File: config.mk
export PLATFORM = sky130hd
export DESIGN_NAME = bp_update_scheduler_flat
export DESIGN_NICKNAME = d
export VERILOG_FILES = /design/src/rtl/bp_update_scheduler_pkg.sv /design/src/rtl/bp_update_scheduler_if.sv /design/src/rtl/bp_update_fifo.sv /design/src/rtl/bp_update_scheduler.sv /design/src/flat_wrapper.sv
export SDC_FILE = /design/constraint.sdc
export NUM_CORES = 1
export LEC_CHECK = 0
export ABC_AREA = 0
export CAP_MARGIN = 20
export CORE_ASPECT_RATIO = 1.75
export CORE_MARGIN = 2
export CORE_UTILIZATION = 55
export CTS_BUF_LIST = sky130_fd_sc_hd__clkbuf_16
export DETAILED_ROUTE_END_ITERATION = 10
export PLACE_DENSITY = 0.85
export SETUP_SLACK_MARGIN = 0.4
export SYNTH_ARGS = -nofsm -noshare
export SYNTH_HDL_FRONTEND = slang
export SYNTH_SLANG_ARGS = --single-unit
File: constraint.sdc
create_clock -name clock -period 5.7 [get_ports clock]
set_clock_uncertainty 0.1 [all_clocks]
set_input_delay 1.425 -clock clock [delete_from_list [all_inputs] [get_ports clock]]
set_output_delay 1.425 -clock clock [all_outputs]
set_load 0.01 [all_outputs]
File: src/rtl/bp_update_scheduler_pkg.sv
// Shared types for the branch-predictor update scheduler.
// Optional zero-latency path: define BP_UPDATE_BYPASS_EN.
`ifndef XLEN
`define XLEN 32
`endif

package bp_pkg;
  localparam int BP_LANES  = 2;
  localparam int BP_DEPTH  = 8;
  localparam int BP_HIST_W = 4;

  typedef struct packed {
    logic [`XLEN-1:0]     pc;
    logic                 taken;
    logic [BP_HIST_W-1:0] hist;
  } BP_UPDATE;
endpackage

File: src/rtl/bp_update_scheduler_if.sv
// Retire-side update lanes and predictor write-port bundle.
// Master drives retire lanes; slave is the scheduler.
interface bp_update_scheduler_if
  import bp_pkg::*;
#(
  parameter int LANES  = BP_LANES,
  parameter int HIST_W = BP_HIST_W
);
  logic [LANES-1:0]        in_valid;
  logic [LANES*`XLEN-1:0]  in_pc;
  logic [LANES-1:0]        in_taken;
  logic [LANES*HIST_W-1:0] in_hist;
  logic                    in_ready;
  logic                    upd_wr_en;
  logic [`XLEN-1:0]        upd_pc;
  logic                    upd_taken;
  logic [HIST_W-1:0]       upd_hist;

  modport master (
    output in_valid, in_pc, in_taken, in_hist,
    input  in_ready,
    input  upd_wr_en, upd_pc, upd_taken, upd_hist
  );

  modport slave (
    input  in_valid, in_pc, in_taken, in_hist,
    output in_ready,
    output upd_wr_en, upd_pc, upd_taken, upd_hist
  );
endinterface

File: src/rtl/bp_update_fifo.sv
// Multi-write, single-read circular buffer of predictor updates.
// Writers supply a compacted offset from tail per lane.
module bp_update_fifo
  import bp_pkg::*;
#(
  parameter int LANES = BP_LANES,
  parameter int DEPTH = BP_DEPTH,
  localparam int AW   = $clog2(DEPTH),
  localparam int CW   = AW + 1
) (
  input  logic           clock,
  input  logic           reset,
  input  logic           clear,
  input  logic [LANES-1:0] wr_en,
  input  logic [AW-1:0]  wr_off [LANES],
  input  logic [CW-1:0]  wr_num,
  input  BP_UPDATE       wr_data [LANES],
  input  logic           rd_en,
  output BP_UPDATE       rd_data,
  output logic [CW-1:0]  count
);
  BP_UPDATE      mem [DEPTH];
  logic [AW-1:0] head;
  logic [AW-1:0] tail;

  always_ff @(posedge clock) begin
    if (reset || clear) begin
      head  <= '0;
      tail  <= '0;
      count <= '0;
    end else begin
      tail  <= tail + wr_num[AW-1:0];
      head  <= head + AW'(rd_en);
      count <= count + wr_num - CW'(rd_en);
    end
  end

  // Storage needs no reset; count gates every read.
  always_ff @(posedge clock) begin
    for (int i = 0; i < LANES; i++) begin
      if (wr_en[i])
        mem[tail + wr_off[i]] <= wr_data[i];
    end
  end

  assign rd_data = mem[head];
endmodule

File: src/rtl/bp_update_scheduler.sv
// Queues retire-lane predictor updates and issues one per cycle.
// Build with BP_UPDATE_BYPASS_EN for zero-latency issue when empty.
module bp_update_scheduler
  import bp_pkg::*;
#(
  parameter int LANES  = BP_LANES,
  parameter int DEPTH  = BP_DEPTH,
  parameter int HIST_W = BP_HIST_W
) (
  input  logic                   clock,
  input  logic                   reset,
  input  logic                   hold,
  input  logic                   clear,
  bp_update_scheduler_if.slave   bus,
  output logic [$clog2(DEPTH):0] occupancy
);
  localparam int AW = $clog2(DEPTH);
  localparam int CW = AW + 1;

  logic [CW-1:0]    count;
  BP_UPDATE         lane_d [LANES];
  BP_UPDATE         head_d;
  BP_UPDATE         byp_d;
  BP_UPDATE         out_d;
  logic [LANES-1:0] enq;
  logic [AW-1:0]    off [LANES];
  logic [CW-1:0]    num;
  logic             accept;
  logic             byp_ok;
  logic             byp_take;
  logic             fifo_rd;

  always_comb begin
    for (int i = 0; i < LANES; i++) begin
      lane_d[i].pc    = bus.in_pc[i*`XLEN +: `XLEN];
      lane_d[i].taken = bus.in_taken[i];
      lane_d[i].hist  = bus.in_hist[i*HIST_W +: HIST_W];
    end
  end

  // Ready uses registered count only; no dequeue credit.
  assign bus.in_ready = (CW'(DEPTH) - count) >= CW'(LANES);
  assign accept  = bus.in_ready && !clear && !reset;
  assign fifo_rd = (count != '0) && !hold && !clear && !reset;

`ifdef BP_UPDATE_BYPASS_EN
  assign byp_ok = (count == '0) && !hold && accept;
`else
  assign byp_ok = 1'b0;
`endif

  // Compact valid lanes; the oldest may skip the queue.
  always_comb begin
    enq      = '0;
    num      = '0;
    byp_take = 1'b0;
    byp_d    = '0;
    for (int i = 0; i < LANES; i++) begin
      off[i] = num[AW-1:0];
      if (bus.in_valid[i] && accept) begin
        if (byp_ok && !byp_take) begin
          byp_take = 1'b1;
          byp_d    = lane_d[i];
        end else begin
          enq[i] = 1'b1;
          num    = num + CW'(1);
        end
      end
    end
  end

  always_comb begin
    out_d = '0;
    if (byp_take)
      out_d = byp_d;
    else if (fifo_rd)
      out_d = head_d;
  end

  assign bus.upd_wr_en = fifo_rd || byp_take;
  assign bus.upd_pc    = out_d.pc;
  assign bus.upd_taken = out_d.taken;
  assign bus.upd_hist  = out_d.hist;
  assign occupancy     = count;

  bp_update_fifo #(
    .LANES (LANES),
    .DEPTH (DEPTH)
  ) u_fifo (
    .clock   (clock),
    .reset   (reset),
    .clear   (clear),
    .wr_en   (enq),
    .wr_off  (off),
    .wr_num  (num),
    .wr_data (lane_d),
    .rd_en   (fifo_rd),
    .rd_data (head_d),
    .count   (count)
  );
endmodule
File: src/flat_wrapper.sv
// flat-port wrapper written by rule: the top's interface ports become plain ports
module bp_update_scheduler_flat import bp_pkg::*;
#(
  parameter int LANES  = BP_LANES,
  parameter int DEPTH  = BP_DEPTH,
  parameter int HIST_W = BP_HIST_W
)
  (clock, reset, hold, clear, occupancy, bus_in_valid, bus_in_pc, bus_in_taken, bus_in_hist, bus_in_ready, bus_upd_wr_en, bus_upd_pc, bus_upd_taken, bus_upd_hist);
  bp_update_scheduler_if #(.LANES(LANES), .HIST_W(HIST_W)) bus_i ();
  input  logic clock;
  input  logic reset;
  input  logic hold;
  input  logic clear;
  output logic [$clog2(DEPTH):0] occupancy;
  input wire logic [$bits(bus_i.in_valid)-1:0] bus_in_valid;
  input wire logic [$bits(bus_i.in_pc)-1:0] bus_in_pc;
  input wire logic [$bits(bus_i.in_taken)-1:0] bus_in_taken;
  input wire logic [$bits(bus_i.in_hist)-1:0] bus_in_hist;
  output wire logic [$bits(bus_i.in_ready)-1:0] bus_in_ready;
  output wire logic [$bits(bus_i.upd_wr_en)-1:0] bus_upd_wr_en;
  output wire logic [$bits(bus_i.upd_pc)-1:0] bus_upd_pc;
  output wire logic [$bits(bus_i.upd_taken)-1:0] bus_upd_taken;
  output wire logic [$bits(bus_i.upd_hist)-1:0] bus_upd_hist;
  assign bus_i.in_valid = bus_in_valid;
  assign bus_i.in_pc = bus_in_pc;
  assign bus_i.in_taken = bus_in_taken;
  assign bus_i.in_hist = bus_in_hist;
  assign bus_in_ready = bus_i.in_ready;
  assign bus_upd_wr_en = bus_i.upd_wr_en;
  assign bus_upd_pc = bus_i.upd_pc;
  assign bus_upd_taken = bus_i.upd_taken;
  assign bus_upd_hist = bus_i.upd_hist;
  bp_update_scheduler #(.LANES(LANES), .DEPTH(DEPTH), .HIST_W(HIST_W)) u_core (.clock(clock), .reset(reset), .hold(hold), .clear(clear), .bus(bus_i), .occupancy(occupancy));
endmodule
== Yosys cells after proc, flatten, opt, wreduce, memory -nomap -nowiden ==
Memories as Yosys holds them, arrays and structs flattened. A register that Yosys moved wholly into a read port is not among the register bits.
Index checks and enable logic that the tools add are counted.

* Logic and storage cells: 34
* Memory bits (writable): 296
* Memories kept: 1
* Input bits: 80
* Flip-flop bits (word level): 10

{| class="wikitable"
|+ Memory list
! name !! words !! bits a word !! read ports !! clocked after Yosys merged registers in !! wr ports !! line !! source
|-
| u_core.u_fifo.mem || 8 || 37 || 1 || 1 || 2 || bp_update_fifo.sv:22 || <nowiki>BP_UPDATE mem [DEPTH];</nowiki>
|}

* Magnitude comparators: 1
* $add $sub $neg: 7
* Reduce and logical (&&, ||, !) cells: 12
* Mux-type cells: 10

{| class="wikitable"
|+ Operators with widths
! kind !! number
|-
| $mux W37 || 1
|-
| $logic_and A1 B1 Y1 || 7
|-
| $mux W1 || 7
|-
| $add A3 B3 Y3 || 2
|-
| $add A4 B4 Y4 || 1
|-
| $ge A4 B2 Y1 const B || 1
|-
| $mux W4 || 1
|-
| $reduce_bool A4 Y1 || 1
|-
| $sub A4 B1 Y4 || 1
|-
| $sub A4 B4 Y4 const A || 1
|-
| $add A3 B1 Y3 || 1
|-
| $logic_not A1 Y1 || 3
|-
| $mux W3 || 1
|-
| $add A1 B1 Y2 const B || 1
|-
| $logic_or A1 B1 Y1 || 1
|}

== Longest topological paths before layout ==
Gate-level depths: netlist of the first run.

* Depth in word-level cells: 10
* Gate-level depth with buffers: 16

== Hierarchy ==
A second synthesis of the first run with hierarchy kept.

* Cells, all modules: 902
* Area, all modules: 16044.1 µm²

{| class="wikitable"
|+ By module, submodules not included
! module !! cells each !! area each (µm²) !! times used
|-
| bp_update_fifo || 843 || 15645.0 || 1
|-
| bp_update_scheduler || 59 || 399.1 || 1
|}

== Worst setup path after synthesis of the first run ==
OpenSTA, ideal clock, no wires.

* Kind: register to register
* From: register u_core.u_fifo.count[0]
* To: memory u_core.u_fifo.mem[6][0] (netlist bit), enable pin
* Buffers on the path: 1
* Stages on the path, launching flop included: 13
* Period minus slack after synthesis: 5.153 ns
* Arrival: 4.621 ns
* Path slack: 0.547 ns
* Cell sequence: dfxtp_1 inv_1 ha_1 nor4b_2 nand3_2 nand2_1 clkbuf_1 nor2_1 ha_1 ha_1 nor2b_1 a22oi_1 nor2_1

{| class="wikitable"
|+ RTL lines
! what !! line !! source
|-
| start, declared || bp_update_fifo.sv:20 || <nowiki>output logic [CW-1:0] count</nowiki>
|-
| start signal, assigned || bp_update_fifo.sv:34 || <nowiki>count <= count + wr_num - CW'(rd_en);</nowiki>
|-
| end, declared || bp_update_fifo.sv:22 ||
|}

== Final worst setup path of the first run ==
* From: input clear
* To: output bus_upd_pc[6]

* Word-level cells in the longest chain between the ends: 4

{| class="wikitable"
|+ Ends and longest elaborated chain
! what !! line !! source
|-
| start, declared || flat_wrapper.sv:13 || <nowiki>input logic clear;</nowiki>
|-
| $logic_not A1 Y1 || bp_update_scheduler.sv:44 || <nowiki>assign fifo_rd = (count != '0) && !hold && !clear && !reset;</nowiki>
|-
| $logic_and A1 B1 Y1 (2 in series) || bp_update_scheduler.sv:44 ||
|-
| $mux W37 || bp_update_scheduler.sv:76 || <nowiki>else if (fifo_rd)</nowiki>
|-
| end, declared || flat_wrapper.sv:21 || <nowiki>output wire logic [$bits(bus_i.upd_pc)-1:0] bus_upd_pc;</nowiki>
|}

No other way between the ends.

==> metrics.md, run 1 <==
| Metric | Value |
|---|---|
| Initial antenna violation count | `1` |
| List of cells traversed by the critical path | `clkdlybuf4s50_1 > nor2_1 > nand2_2 > buf_4 > nor2_1 > clkdlybuf4s50_1` |
| Start point of the worst hold path | `u_core.u_fifo.tail[2]` |
| Fraction of synthesized cell area in xor and xnor cells | `0.00321` |
| Flops & latches, synth | `about 310` |
| Max-capacitance violation count | `0` |
| Combinational family with the most area after synthesis | `multiplexers` |
| Net total in the final layout | `1119` |
| Worst hold path class | `reg2reg` |
| Area of the core region | `28600 um^2` |
| CP max FO | `38` |
| Synthesized netlist net count | `between 900 and 1000` |
| Synth-to-layout area growth | `15.3%` |
| RSZ-0062 raised after global routing | `false` |
| Cells after synthesis | `between 800 and 900` |
| Number of input and output port buffers inserted | `~120` |
| Leak pwr | `about 6.1 nW` |
| Ratio of routed vias to standard cells | `between 6 and 7` |
| Cell area after synthesis | `about 16000 um^2` |
| Post-Route Hold Slack | `between 0.5 and 0.6 ns` |
| Total negative slack for setup checks | `0 ns` |
| Row count | `82` |
| Post-synthesis share of cell area spent on and, or, nand and nor gates | `0.0353` |
| Flip-flop cell with the highest count after synthesis | `sky130_fd_sc_hd__edfxtp_1` |
| Kind of start point of the critical path | `primary input` |
| Fmax | `between 0.15 and 0.2 GHz` |
| Width of the die | `approximately 130 um` |
| Share of flip-flops with an asynchronous set or reset | `0` |
| H-tree levels | `1` |
| Clock buffer count from CTS | `27` |
| Final-layout fill cell count | `just under 2000` |
| Cell type with the largest total area after synthesis | `sky130_fd_sc_hd__edfxtp_1` |
| Clock tree from TritonCTS | `yes` |
| Required arrival time at the worst endpoint | `roughly 4.2 ns` |
| Maximum buffer depth of the clock tree | `3` |
| Detailed-route wire length per cell | `between 20 and 30 um` |
| Source-to-sink clock delay at the later pin of the worst-skew pair | `0.53 ns` |
| Critical Path End | `bus_upd_pc[6]` |
| Post-synthesis average cell area | `17.8 um^2` |
| Global route overflow | `0` |
| ANT nets after route | `0` |
| Placed wire-length estimate after detailed placement | `roughly 22000 um` |
| Warnings from Yosys | `0` |
| Sw frac | `0.212` |
| End of the worst register-to-register path | `u_core.u_fifo.mem[2][26]` |
| Start-to-end type of the worst setup path | `in2out` |
| Biggest area contributors in the synthesized netlist | `sky130_fd_sc_hd__edfxtp_1 56%, sky130_fd_sc_hd__mux2_2 18%, sky130_fd_sc_hd__mux4_2 10%` |
| Drt initial violations | `~540` |
| Launch point of the critical path | `clear` |
| Net Switching | `roughly 0.00096 W` |
| Vias | `approximately 8600` |
| Highest cell delay on the worst timing path | `just under 0.6 ns` |
| Sequential share of the synthesized area | `0.569` |
| Remaining max-slew budget at the tightest pin | `0.341` |
| Multiplexer share of the synthesized area | `0.347` |
| Part of the total power dissipated in combinational logic | `0.088` |
| Global-route wire length before repair | `55100 um` |
| CP Data Arrival Time | `between 3 and 4 ns` |
| Largest voltage drop on the vdd net | `about 240 uV` |
| Internal power | `0.00356 W` |
| CTS root buffer | `sky130_fd_sc_hd__clkbuf_16` |
| Synth cell types | `38` |
| Crit path time final | `approximately 5 ns` |
| Adder-cell area share of the yosys netlist | `0.0135` |
| CTS hold repair buffers | `0` |
| Vertical extent of the die | `~230 um` |
| Total global-route track usage | `0.237` |
| Maximum number of pins on one net before global-route repair | `~50` |
| Number of global-route vias before repair | `9572` |
| EDFF count, synth | `slightly below 300` |
| Resized cells post-CTS | `0` |
| Clock power frac | `0.357` |
| Final Wtd Congestion | `around 0.81` |
| Clock transition time at the flip-flop clock pins of the worst setup and hold paths | `0.06 ns` |
| Cell with the largest stage delay on the worst path | `sky130_fd_sc_hd__clkdlybuf4s50_1` |
| Share of the synthesized area in compound gates (AO/OA/AOI/OAI) | `0.00517` |
| Final number of setup-violating endpoints | `0` |
| Fraction of power consumed by sequential logic | `0.555` |
| Register-to-Register Path Depth | `12` |
| Die Outline Area | `a little over 30000 um^2` |
| Count of final hold-check violations | `0` |
| Status | `complete, no violations` |
| Top cell type's share of synthesized area | `0.556` |
| Transition at the pin with the smallest max-transition slack | `0.987 ns` |
| Launch instance of the worst register-to-register path | `u_core.u_fifo.count[0]` |
| Worst Setup End Kind | `primary output` |
| Worst R2R Setup Slack | `around 0.85 ns` |
| Share of the clock period used by the worst path | `0.877` |
| First-pass detailed-route iteration total | `4` |
| Clock tree sinks | `~310` |
| Post-CTS Repair Setup Buffers | `0` |
| Total power per unit cell area | `245 nW/um^2` |
| Layout cell share with drive strength beyond 1 | `0.439` |
| I/O pin count | `123` |
| Number of remaining DRC errors | `0` |
| Total wire length after detailed routing | `between 30000 and 40000 um` |
| Initial core utilization | `0.558` |
| Final Max Tran Viols | `0` |
## power groups by stage
stage / clock [W] / combinational, W / sequential [W]
2_1_floorplan: 0 / 0.000221 / 0.00256
3_3_place_gp: 0 / 0.000379 / 0.00256
3_5_place_dp: 0 / 0.000392 / 0.00256
4_1_cts: 0.00163 / 0.000395 / 0.00251
5_1_grt: 0.00171 / 0.000426 / 0.00251
6_report: 0.00161 / 0.000395 / 0.00251
## layout by cell type (no fill, tap or decap), drive strengths merged, types with 3 or more instances in the layout
cell and count:
mux2 296, nor2 56, dfxtp 10, mux4 74, nand4 8, ha 14, clkinv 9, edfxtp 296
nor2b 4, inv 19, and2 6, buf 25, mux2i 37, nand2 4, a22oi 8, clkbuf 27
clkdlybuf4s50 122, xnor2 3
## registers in the layout, indices dropped and copies added (netlist names)
signal,count
u_core.u_fifo.count,4
u_core.u_fifo.head,3
u_core.u_fifo.mem,296
u_core.u_fifo.tail,3
## routing by layer
layer	GRT usage	wire length, um	up-vias
li1	-	-	3862
met1	0.261	12700	4454
met2	0.458	20300	235
met3	0.0281	1360	76
met4	0.0921	1240	0
met5	0	0	-
## cells in the mapped netlist (4+ instances only)
cell type,count
sky130_fd_sc_hd__a22oi_1,8
sky130_fd_sc_hd__and2_1,5
sky130_fd_sc_hd__buf_1,4
sky130_fd_sc_hd__buf_2,7
sky130_fd_sc_hd__buf_6,25
sky130_fd_sc_hd__clkbuf_1,14
sky130_fd_sc_hd__dfxtp_1,10
sky130_fd_sc_hd__edfxtp_1,296
sky130_fd_sc_hd__ha_1,14
sky130_fd_sc_hd__inv_1,13
sky130_fd_sc_hd__mux2_2,249
sky130_fd_sc_hd__mux2_4,47
sky130_fd_sc_hd__mux2i_1,37
sky130_fd_sc_hd__mux4_2,74
sky130_fd_sc_hd__nand4_4,8
sky130_fd_sc_hd__nor2_1,55
## critical path, delay by kind of cell
| kind | cells | cell delay [ns] |
|---|---|---|
| AND/OR/NAND/NOR | 3 | 0.63 |
| buffers and inverters | 3 | 1.40 |
## per-stage QoR
| stage | power, W | util | setup slack (ns) | instance area, um^2 | std cells |
|---|---|---|---|---|---|
| finish | 0.00452 | 0.644 | 0.700 | 18400 | 1415 |
| global route | 0.00464 | 0.644 | 0.463 | 18400 | 1415 |
| CTS | 0.00454 | 0.643 | 0.664 | 18400 | 1413 |
| detailed placement | 0.00295 | 0.617 | 0.383 | 17700 | 1371 |
| global placement | 0.00294 | 0.617 | 0.534 | 17700 | 1371 |
| floorplan | 0.00278 | - | 0.547 | 16000 | 897 |
## kinds of logic (layout without fill, tap and decap cells)
logic type	after synthesis	count (layout)
AND/OR/NAND/NOR	88	88
XOR/XNOR	5	5
flip-flops	306	306
adder cells (fa/ha/maj)	16	16
buffers and inverters	63	202
multiplexers	407	407
other	0	1
AO/OA/AOI/OAI	12	12
## worst min-delay path by stage
stage                            end  slack (ns)  cells past startpoint
2_1_floorplan  u_core.u_fifo.head[0]        0.46                      2
3_3_place_gp   u_core.u_fifo.tail[2]        0.50                      2
3_5_place_dp   u_core.u_fifo.tail[2]        0.51                      2
4_1_cts        u_core.u_fifo.tail[2]        0.52                      2
5_1_grt        u_core.u_fifo.tail[2]        0.55                      2
6_report       u_core.u_fifo.tail[2]        0.52                      2
## area by class of cell
type                       instances  area (um^2)  share of cell area
inverter                          13         48.8             0.00265
tap                              378          473              0.0257
clock inverter                    15         63.8             0.00346
timing repair buffer             147         1550              0.0839
clock buffer                      27          676              0.0367
multi-input combinational        528         6520               0.354
sequential                       306         9100               0.494
antenna                            1         2.50            0.000136
Power figures use the tool's default switching activity.
==> inputs of run 2 (changes only) <==
--- a/config.mk
+++ b/config.mk
@@ -9,10 +9,10 @@
 export CAP_MARGIN = 20
 export CORE_ASPECT_RATIO = 1.75
 export CORE_MARGIN = 2
-export CORE_UTILIZATION = 55
+export CORE_UTILIZATION = 30
 export CTS_BUF_LIST = sky130_fd_sc_hd__clkbuf_16
 export DETAILED_ROUTE_END_ITERATION = 10
-export PLACE_DENSITY = 0.85
+export PLACE_DENSITY = 0.56
 export SETUP_SLACK_MARGIN = 0.4
 export SYNTH_ARGS = -nofsm -noshare
 export SYNTH_HDL_FRONTEND = slang
==> constraint.sdc (replaced) <==
create_clock -name clock -period 5.9 [get_ports clock]
set_clock_uncertainty 0.1 [all_clocks]
set_input_delay 1.475 -clock clock [delete_from_list [all_inputs] [get_ports clock]]
set_output_delay 1.475 -clock clock [all_outputs]
set_load 0.01 [all_outputs]
==> run 2 against run 1 <==
Against the previous run:
- final cell count is 23% higher
- clock-buffer cell count up 4
- die area increased by 81%
- first-iteration DRC count fell by 18%
- via count is 0.17% higher
==> metrics.md, run 2 (synthesis results as in run 1) <==
| Metric | Value |
|---|---|
| Post-CTS Repair Setup Buffers | `0 (unchanged)` |
| Number of global-route vias before repair | `9607 (+0.37%)` |
| Most common cell after layout, fill and taps aside | `sky130_fd_sc_hd__edfxtp_1` |
| Post-detailed-placement cell area | `18200 um^2 (+2.7%)` |
| Global route overflow | `0 (unchanged)` |
| Share of the clock period used by the worst path | `0.885` |
| Launch instance of the worst register-to-register path | `u_core.u_fifo.count[0]` |
| Initial antenna violation count | `5 (+4)` |
| Multi-input combinational cell area | `6520 um^2 (unchanged)` |
| Resized cells post-CTS | `0 (unchanged)` |
| Status | `complete, no violations` |
| Source-to-sink clock delay at the later pin of the worst-skew pair | `0.56 ns (+0.03 ns)` |
| Most crowded layer after global routing | `met2` |
| List of cells traversed by the critical path | `clkdlybuf4s50_1 > nor2_1 > nand2_2 > buf_12 > inv_1 > clkdlybuf4s50_1` |
| Final Max Tran Viols | `0 (unchanged)` |
| RSZ-0062 raised after global routing | `false` |
| Max-capacitance violation count | `0 (unchanged)` |
| Row count | `111 (+35%)` |
| Final-layout fill cell count | `4957 (+150%)` |
| Post-Place Cells | `1682 (+23%)` |
| Largest voltage drop on the vdd net | `207 uV (-12%)` |
| ANT nets after route | `0 (unchanged)` |
| GR Util met3 | `0.0224 (-0.00568)` |
| Global-route wire length before repair | `63800 um (+16%)` |
| Final number of setup-violating endpoints | `0 (unchanged)` |
| Highest cell delay on the worst timing path | `0.56 ns (-0.02 ns)` |
| Kind of start point of the critical path | `primary input` |
| CTS root buffer | `sky130_fd_sc_hd__clkbuf_16` |
| Worst hold path class | `reg2reg` |
| Clock buffer count from CTS | `30 (+11%)` |
| Launch point of the critical path | `clear` |
| CP max FO | `32 (-16%)` |
| Total negative slack for setup checks | `0 ns (unchanged)` |
| Combined buffer and inverter count along the critical path | `4 (+1)` |
| Cells on Worst Hold Path | `2 (unchanged)` |
| Vias | `8642 (+0.17%)` |
| Initial core utilization | `0.304 (-0.254)` |
| Cell family contributing the most delay on the critical path | `buffers and inverters` |
| Met2 usage | `0.300 (-0.158)` |
| First-pass detailed-route iteration total | `4 (unchanged)` |
| H-tree levels | `1 (unchanged)` |
| Net total in the final layout | `1132 (+1.2%)` |
| Area of the core region | `52500 um^2 (+83%)` |
| Placed wire-length estimate after detailed placement | `26700 um (+24%)` |
| CP Data Arrival Time | `3.65 ns (+0.17 ns)` |
| Remaining max-slew budget at the tightest pin | `0.355 (+0.0144)` |
| CTS hold repair buffers | `0 (unchanged)` |
| Max reg flops | `296 (unchanged)` |
| Number of input and output port buffers inserted | `122 (unchanged)` |
| Die Outline Area | `55200 um^2 (+81%)` |
| Count of final hold-check violations | `0 (unchanged)` |
| Cell with the largest stage delay on the worst path | `sky130_fd_sc_hd__clkdlybuf4s50_1` |
| Vertical extent of the die | `309 um (+35%)` |
| Maximum number of pins on one net before global-route repair | `39 (-20%)` |
| Global Route met1 Usage | `0.178 (-0.0834)` |
| Final Wtd Congestion | `0.755 (-6.8%)` |
| Synth-to-layout area growth | `19.3%` |
| Post-route standard cell area excluding fillers | `19100 um^2 (+3.4%)` |
| Number of remaining DRC errors | `0 (unchanged)` |
| Worst Setup End Kind | `primary output` |
| Detailed-route wire length per cell | `24.7 um (-2.0%)` |
| Most numerous cell on the critical path | `sky130_fd_sc_hd__clkdlybuf4s50_1` |
| Clock transition time at the flip-flop clock pins of the worst setup and hold paths | `0.06 ns (about the same)` |
| Leak pwr | `6.25 nW (+2.5%)` |
| Drt initial violations | `440 (-18%)` |
| Transition at the pin with the smallest max-transition slack | `0.967 ns (-0.0196 ns)` |
| Required arrival time at the worst endpoint | `4.32 ns (+0.14 ns)` |
| Start point of the worst hold path | `u_core.u_fifo.tail[2]` |
| Crit path time final | `5.22 ns` |
| Most used cells in the layout excluding fill and tap cells | `296 x sky130_fd_sc_hd__edfxtp_1, 249 x sky130_fd_sc_hd__mux2_2, 122 x sky130_fd_sc_hd__clkdlybuf4s50_1, 74 x sky130_fd_sc_hd__mux4_2` |
| Maximum buffer depth of the clock tree | `3 (unchanged)` |
| Logic depth of the worst setup path including buffers | `6 (unchanged)` |
| Total power per unit cell area | `242 nW/um^2 (-1.1%)` |
| Start-to-end type of the worst setup path | `in2out` |
| Register-to-Register Path Depth | `14 (+2)` |
| Sequential cell area | `9100 um^2 (about the same)` |
| Fmax | `~0.19 GHz` |
| I/O pin count | `123 (unchanged)` |
| Clock tree sinks | `306 (unchanged)` |
| Layout cell share with drive strength beyond 1 | `0.445 (+0.00599)` |
| Total global-route track usage | `0.158 (-0.0792)` |
| Ratio of routed vias to standard cells | `4.97 (-18%)` |
| Filler-free cell count of the finished design | `1739 (+23%)` |
| Clock tree from TritonCTS | `yes` |
| Total wire length after detailed routing | `42900 um (+20%)` |
| Width of the die | `178 um (+34%)` |
[run 2: cell count changes in the layout (fill, tap and decap cells not counted), sizes merged]
cell | before | now
buf | 25 | 35
clkbuf | 27 | 31
inv | 19 | 23
clkinv | 9 | 12
diode | 1 | 3
bufinv | 0 | 1
[run 2: final timing paths]
check / end / slack [ns]
worst min-delay path: u_core.u_fifo.tail[2] / 0.51
worst max-delay path: bus_upd_wr_en / 0.68
worst max register to register: u_core.u_fifo.mem[2][2] / 1.13
worst min register to register: u_core.u_fifo.tail[2] / 0.51
[run 2: per-layer routing]
metal,wire length (um),part of all wire,vias to the layer above
met3,1580,0.037,66
met2,23900,0.56,183
met1,16200,0.38,4491
met4,1220,0.028,4
met5,23,0.00054,-
li1,-,-,3898
[run 2: cell type report]
| type | instances | share of cell area |
|---|---|---|
| sequential | 306 | 0.477 |
| clock buffer | 31 | 0.0407 |
| antenna | 3 | 0.000394 |
| timing repair buffer | 157 | 0.0857 |
| tap | 678 | 0.0445 |
| inverter | 13 | 0.00256 |
| multi-input combinational | 528 | 0.342 |
| clock inverter | 23 | 0.00637 |
[run 2: worst reg2reg max path: stages (launching register included)]
cell	delay [ns]
sky130_fd_sc_hd__dfxtp_1	0.41
sky130_fd_sc_hd__inv_1	0.09
sky130_fd_sc_hd__ha_1	0.32
sky130_fd_sc_hd__nor4b_2	0.28
sky130_fd_sc_hd__nand3_2	0.41
sky130_fd_sc_hd__nand2_1	0.17
sky130_fd_sc_hd__buf_4	0.31
sky130_fd_sc_hd__nor2_1	0.14
sky130_fd_sc_hd__ha_1	0.20
sky130_fd_sc_hd__ha_1	0.21
sky130_fd_sc_hd__xor2_2	0.20
sky130_fd_sc_hd__nor2_4	0.32
sky130_fd_sc_hd__nand4_4	0.63
sky130_fd_sc_hd__buf_4	0.45
sky130_fd_sc_hd__mux2_2	0.29
[run 2: metrics by stage]
stage	hold WS (ns)	power, W	setup slack, ns	util
final	0.508	0.00462	0.678	0.363
after global routing	0.544	0.00478	0.486	0.363
after CTS	0.506	0.00467	0.636	0.363
after detailed placement	0.497	0.00287	0.628	0.346
after global placement	0.494	0.00286	0.711	0.346
after floorplan	0.457	0.00268	0.747	-
[run 2: where the power goes]
group | leakage (nW) | switching, W | internal (W)
clock network | 0.485 | 0.000824 | 0.000984
registers | 2.76 | 0.00000895 | 0.00241
logic | 3.01 | 0.000181 | 0.000208
total | 6.25 | 0.00101 | 0.00361
==> inputs of run 3 (changes only) <==
--- a/config.mk
+++ b/config.mk
@@ -10,7 +10,6 @@
 export CORE_ASPECT_RATIO = 1.75
 export CORE_MARGIN = 2
 export CORE_UTILIZATION = 30
-export CTS_BUF_LIST = sky130_fd_sc_hd__clkbuf_16
 export DETAILED_ROUTE_END_ITERATION = 10
 export PLACE_DENSITY = 0.56
 export SETUP_SLACK_MARGIN = 0.4
==> run 3 against run 2 <==
Against the previous run:
- wire length is essentially flat
- highest routed layer unchanged
- clock-buffer cell count up 10
- final area stayed put
- register-to-register slack about the same
- die area is the same
- flip-flop and latch count unchanged
- critical path depth unchanged
==> metrics.md, run 3 (synthesis results as in run 1) <==
| Metric | Value |
|---|---|
| Status | `complete, no violations` |
| Number of global-route vias before repair | `9607 (unchanged)` |
| Die Outline Area | `55200 um^2 (unchanged)` |
| Final Wtd Congestion | `0.755 (unchanged)` |
| Filler-free cell count of the finished design | `1739 (unchanged)` |
| CP Data Arrival Time | `3.64 ns (about the same)` |
| Vias | `8644 (+0.023%)` |
| Maximum buffer depth of the clock tree | `3 (unchanged)` |
| Worst Setup End Kind | `primary output` |
| ANT nets after route | `0 (unchanged)` |
| Number of remaining DRC errors | `0 (unchanged)` |
| Worst hold path class | `reg2reg` |
| Total global-route track usage | `0.158 (unchanged)` |
| Combined buffer and inverter count along the critical path | `4 (unchanged)` |
| Clock power frac | `0.393 (+0.002)` |
| Number of input and output port buffers inserted | `122 (unchanged)` |
| Vertical extent of the die | `309 um (unchanged)` |
| CTS hold repair buffers | `0 (unchanged)` |
| Most used cells in the layout excluding fill and tap cells | `296 x sky130_fd_sc_hd__edfxtp_1, 249 x sky130_fd_sc_hd__mux2_2, 122 x sky130_fd_sc_hd__clkdlybuf4s50_1, 74 x sky130_fd_sc_hd__mux4_2` |
| Leak pwr | `6.21 nW (-0.66%)` |
| Required arrival time at the worst endpoint | `4.32 ns (about the same)` |
| Global-route wire length before repair | `63800 um (unchanged)` |
| Post-Place Cells | `1682 (unchanged)` |
| Initial antenna violation count | `5 (unchanged)` |
| Crit path time final | `5.22 ns (-0.00308 ns)` |
| Post-CTS Repair Setup Buffers | `0 (unchanged)` |
| RSZ-0062 raised after global routing | `false` |
| Largest voltage drop on the vdd net | `207 uV (about the same)` |
| Clock tree from TritonCTS | `yes` |
| H-tree levels | `1 (unchanged)` |
| List of cells traversed by the critical path | `clkdlybuf4s50_1 > nor2_1 > nand2_2 > buf_12 > inv_1 > clkdlybuf4s50_1` |
| Net total in the final layout | `1132 (unchanged)` |
| Clock tree sinks | `306 (unchanged)` |
| Width of the die | `178 um (unchanged)` |
| Clock transition time at the flip-flop clock pins of the worst setup and hold paths | `0.06 ns (about the same)` |
| Launch instance of the worst register-to-register path | `u_core.u_fifo.count[0]` |
| Most common cell after layout, fill and taps aside | `sky130_fd_sc_hd__edfxtp_1` |
| Clock buffer count from CTS | `30 (unchanged)` |
| Post-route standard cell area excluding fillers | `19100 um^2 (unchanged)` |
| Initial core utilization | `0.304 (unchanged)` |
| Max-capacitance violation count | `0 (unchanged)` |
| CTS root buffer | `sky130_fd_sc_hd__clkbuf_16` |
| Most numerous cell on the critical path | `sky130_fd_sc_hd__clkdlybuf4s50_1` |
| Share of the clock period used by the worst path | `0.885 (about the same)` |
| Net Switching | `0.00101 W (-0.21%)` |
| I/O pin count | `123 (unchanged)` |
| Layout cell share with drive strength beyond 1 | `0.445 (unchanged)` |
| Ratio of routed vias to standard cells | `4.97 (about the same)` |
| Total power per unit cell area | `243 nW/um^2 (+0.33%)` |
| Total negative slack for setup checks | `0 ns (unchanged)` |
| Maximum number of pins on one net before global-route repair | `39 (unchanged)` |
| Drt initial violations | `461 (+4.8%)` |
| Part of the total power dissipated in combinational logic | `0.084 (about the same)` |
| Post-Route Hold Slack | `0.508 ns (unchanged)` |
| Source-to-sink clock delay at the later pin of the worst-skew pair | `0.56 ns (about the same)` |
| Final Max Tran Viols | `0 (unchanged)` |
| Synth-to-layout area growth | `19.3% (unchanged)` |
| Transition at the pin with the smallest max-transition slack | `0.968 ns (+0.000984 ns)` |
| Total wire length after detailed routing | `42900 um (about the same)` |
| Detailed-route wire length per cell | `24.7 um (about the same)` |
| Resized cells post-CTS | `0 (unchanged)` |
| Row count | `111 (unchanged)` |
| Kind of start point of the critical path | `primary input` |
| Max reg flops | `296 (unchanged)` |
| Placed wire-length estimate after detailed placement | `26700 um (unchanged)` |
| Post-detailed-placement cell area | `18200 um^2 (unchanged)` |
| Remaining max-slew budget at the tightest pin | `0.355 (-0.000655)` |
| Area of the core region | `52500 um^2 (unchanged)` |
| First-pass detailed-route iteration total | `4 (unchanged)` |
| Final number of setup-violating endpoints | `0 (unchanged)` |
| Count of final hold-check violations | `0 (unchanged)` |
| Fmax | `0.192 GHz (about the same)` |
| CP max FO | `32 (unchanged)` |
| Start point of the worst hold path | `u_core.u_fifo.tail[2]` |
| Start-to-end type of the worst setup path | `in2out` |
| Cell family contributing the most delay on the critical path | `buffers and inverters` |
| Sw frac | `0.218 (-0.00119)` |
| Global route overflow | `0 (unchanged)` |
| Launch point of the critical path | `clear` |
| Internal power | `0.00362 W (+0.48%)` |
| Highest cell delay on the worst timing path | `0.56 ns (about the same)` |
| Cell with the largest stage delay on the worst path | `sky130_fd_sc_hd__clkdlybuf4s50_1` |
| Fraction of power consumed by sequential logic | `0.523 (about the same)` |
-- run 3: path summary, 6_finish.rpt --
| kind | to | slack, ns | cells after the start |
|---|---|---|---|
| worst min register to register | u_core.u_fifo.tail[2] | 0.51 | 2 |
| worst min-delay path | u_core.u_fifo.tail[2] | 0.51 | 2 |
| worst max-delay path | bus_upd_wr_en | 0.68 | 6 |
| worst max register to register | u_core.u_fifo.mem[2][2] | 1.14 | 14 |
-- run 3: power groups by stage --
stage               clock network, W  logic [W]  registers (W)
floorplan                          0   0.000214        0.00247
global placement                   0   0.000388        0.00247
detailed placement                 0   0.000395        0.00247
CTS                          0.00187   0.000396        0.00242
global route                 0.00194   0.000424        0.00242
finish                       0.00182   0.000390        0.00242
-- run 3: through the flow --
| stage | worst slack, ns | utilization | total power, W |
|---|---|---|---|
| after detailed placement | 0.628 | 0.346 | 0.00287 |
| after global placement | 0.711 | 0.346 | 0.00286 |
| after global routing | 0.486 | 0.363 | 0.00479 |
| after floorplan | 0.747 | - | 0.00268 |
| final | 0.681 | 0.363 | 0.00464 |
| after CTS | 0.636 | 0.363 | 0.00469 |
-- run 3: worst min-delay path, stage by stage, from the launching register on --
cell                      delay, ns
sky130_fd_sc_hd__dfxtp_1       0.38
sky130_fd_sc_hd__xnor2_1       0.15
sky130_fd_sc_hd__nor2_1        0.03
-- run 3: layout make-up --
cell class,count,area [um^2]
Antenna cell,3,7.51
Timing Repair Buffer,157,1630
Sequential cell,306,9100
Inverter,13,48.8
Clock inverter,13,83.8
Clock buffer,41,813
Tap cell,678,848
Fill cell,4957,33400
Multi-Input combinational cell,528,6520
-- run 3: metal layers --
metal / up-vias / share of wire / track usage
li1: 3898 / - / -
met1: 4502 / 0.38 / 0.178
met2: 173 / 0.55 / 0.300
met3: 67 / 0.035 / 0.0224
met4: 4 / 0.028 / 0.0535
met5: - / 0.00054 / 0
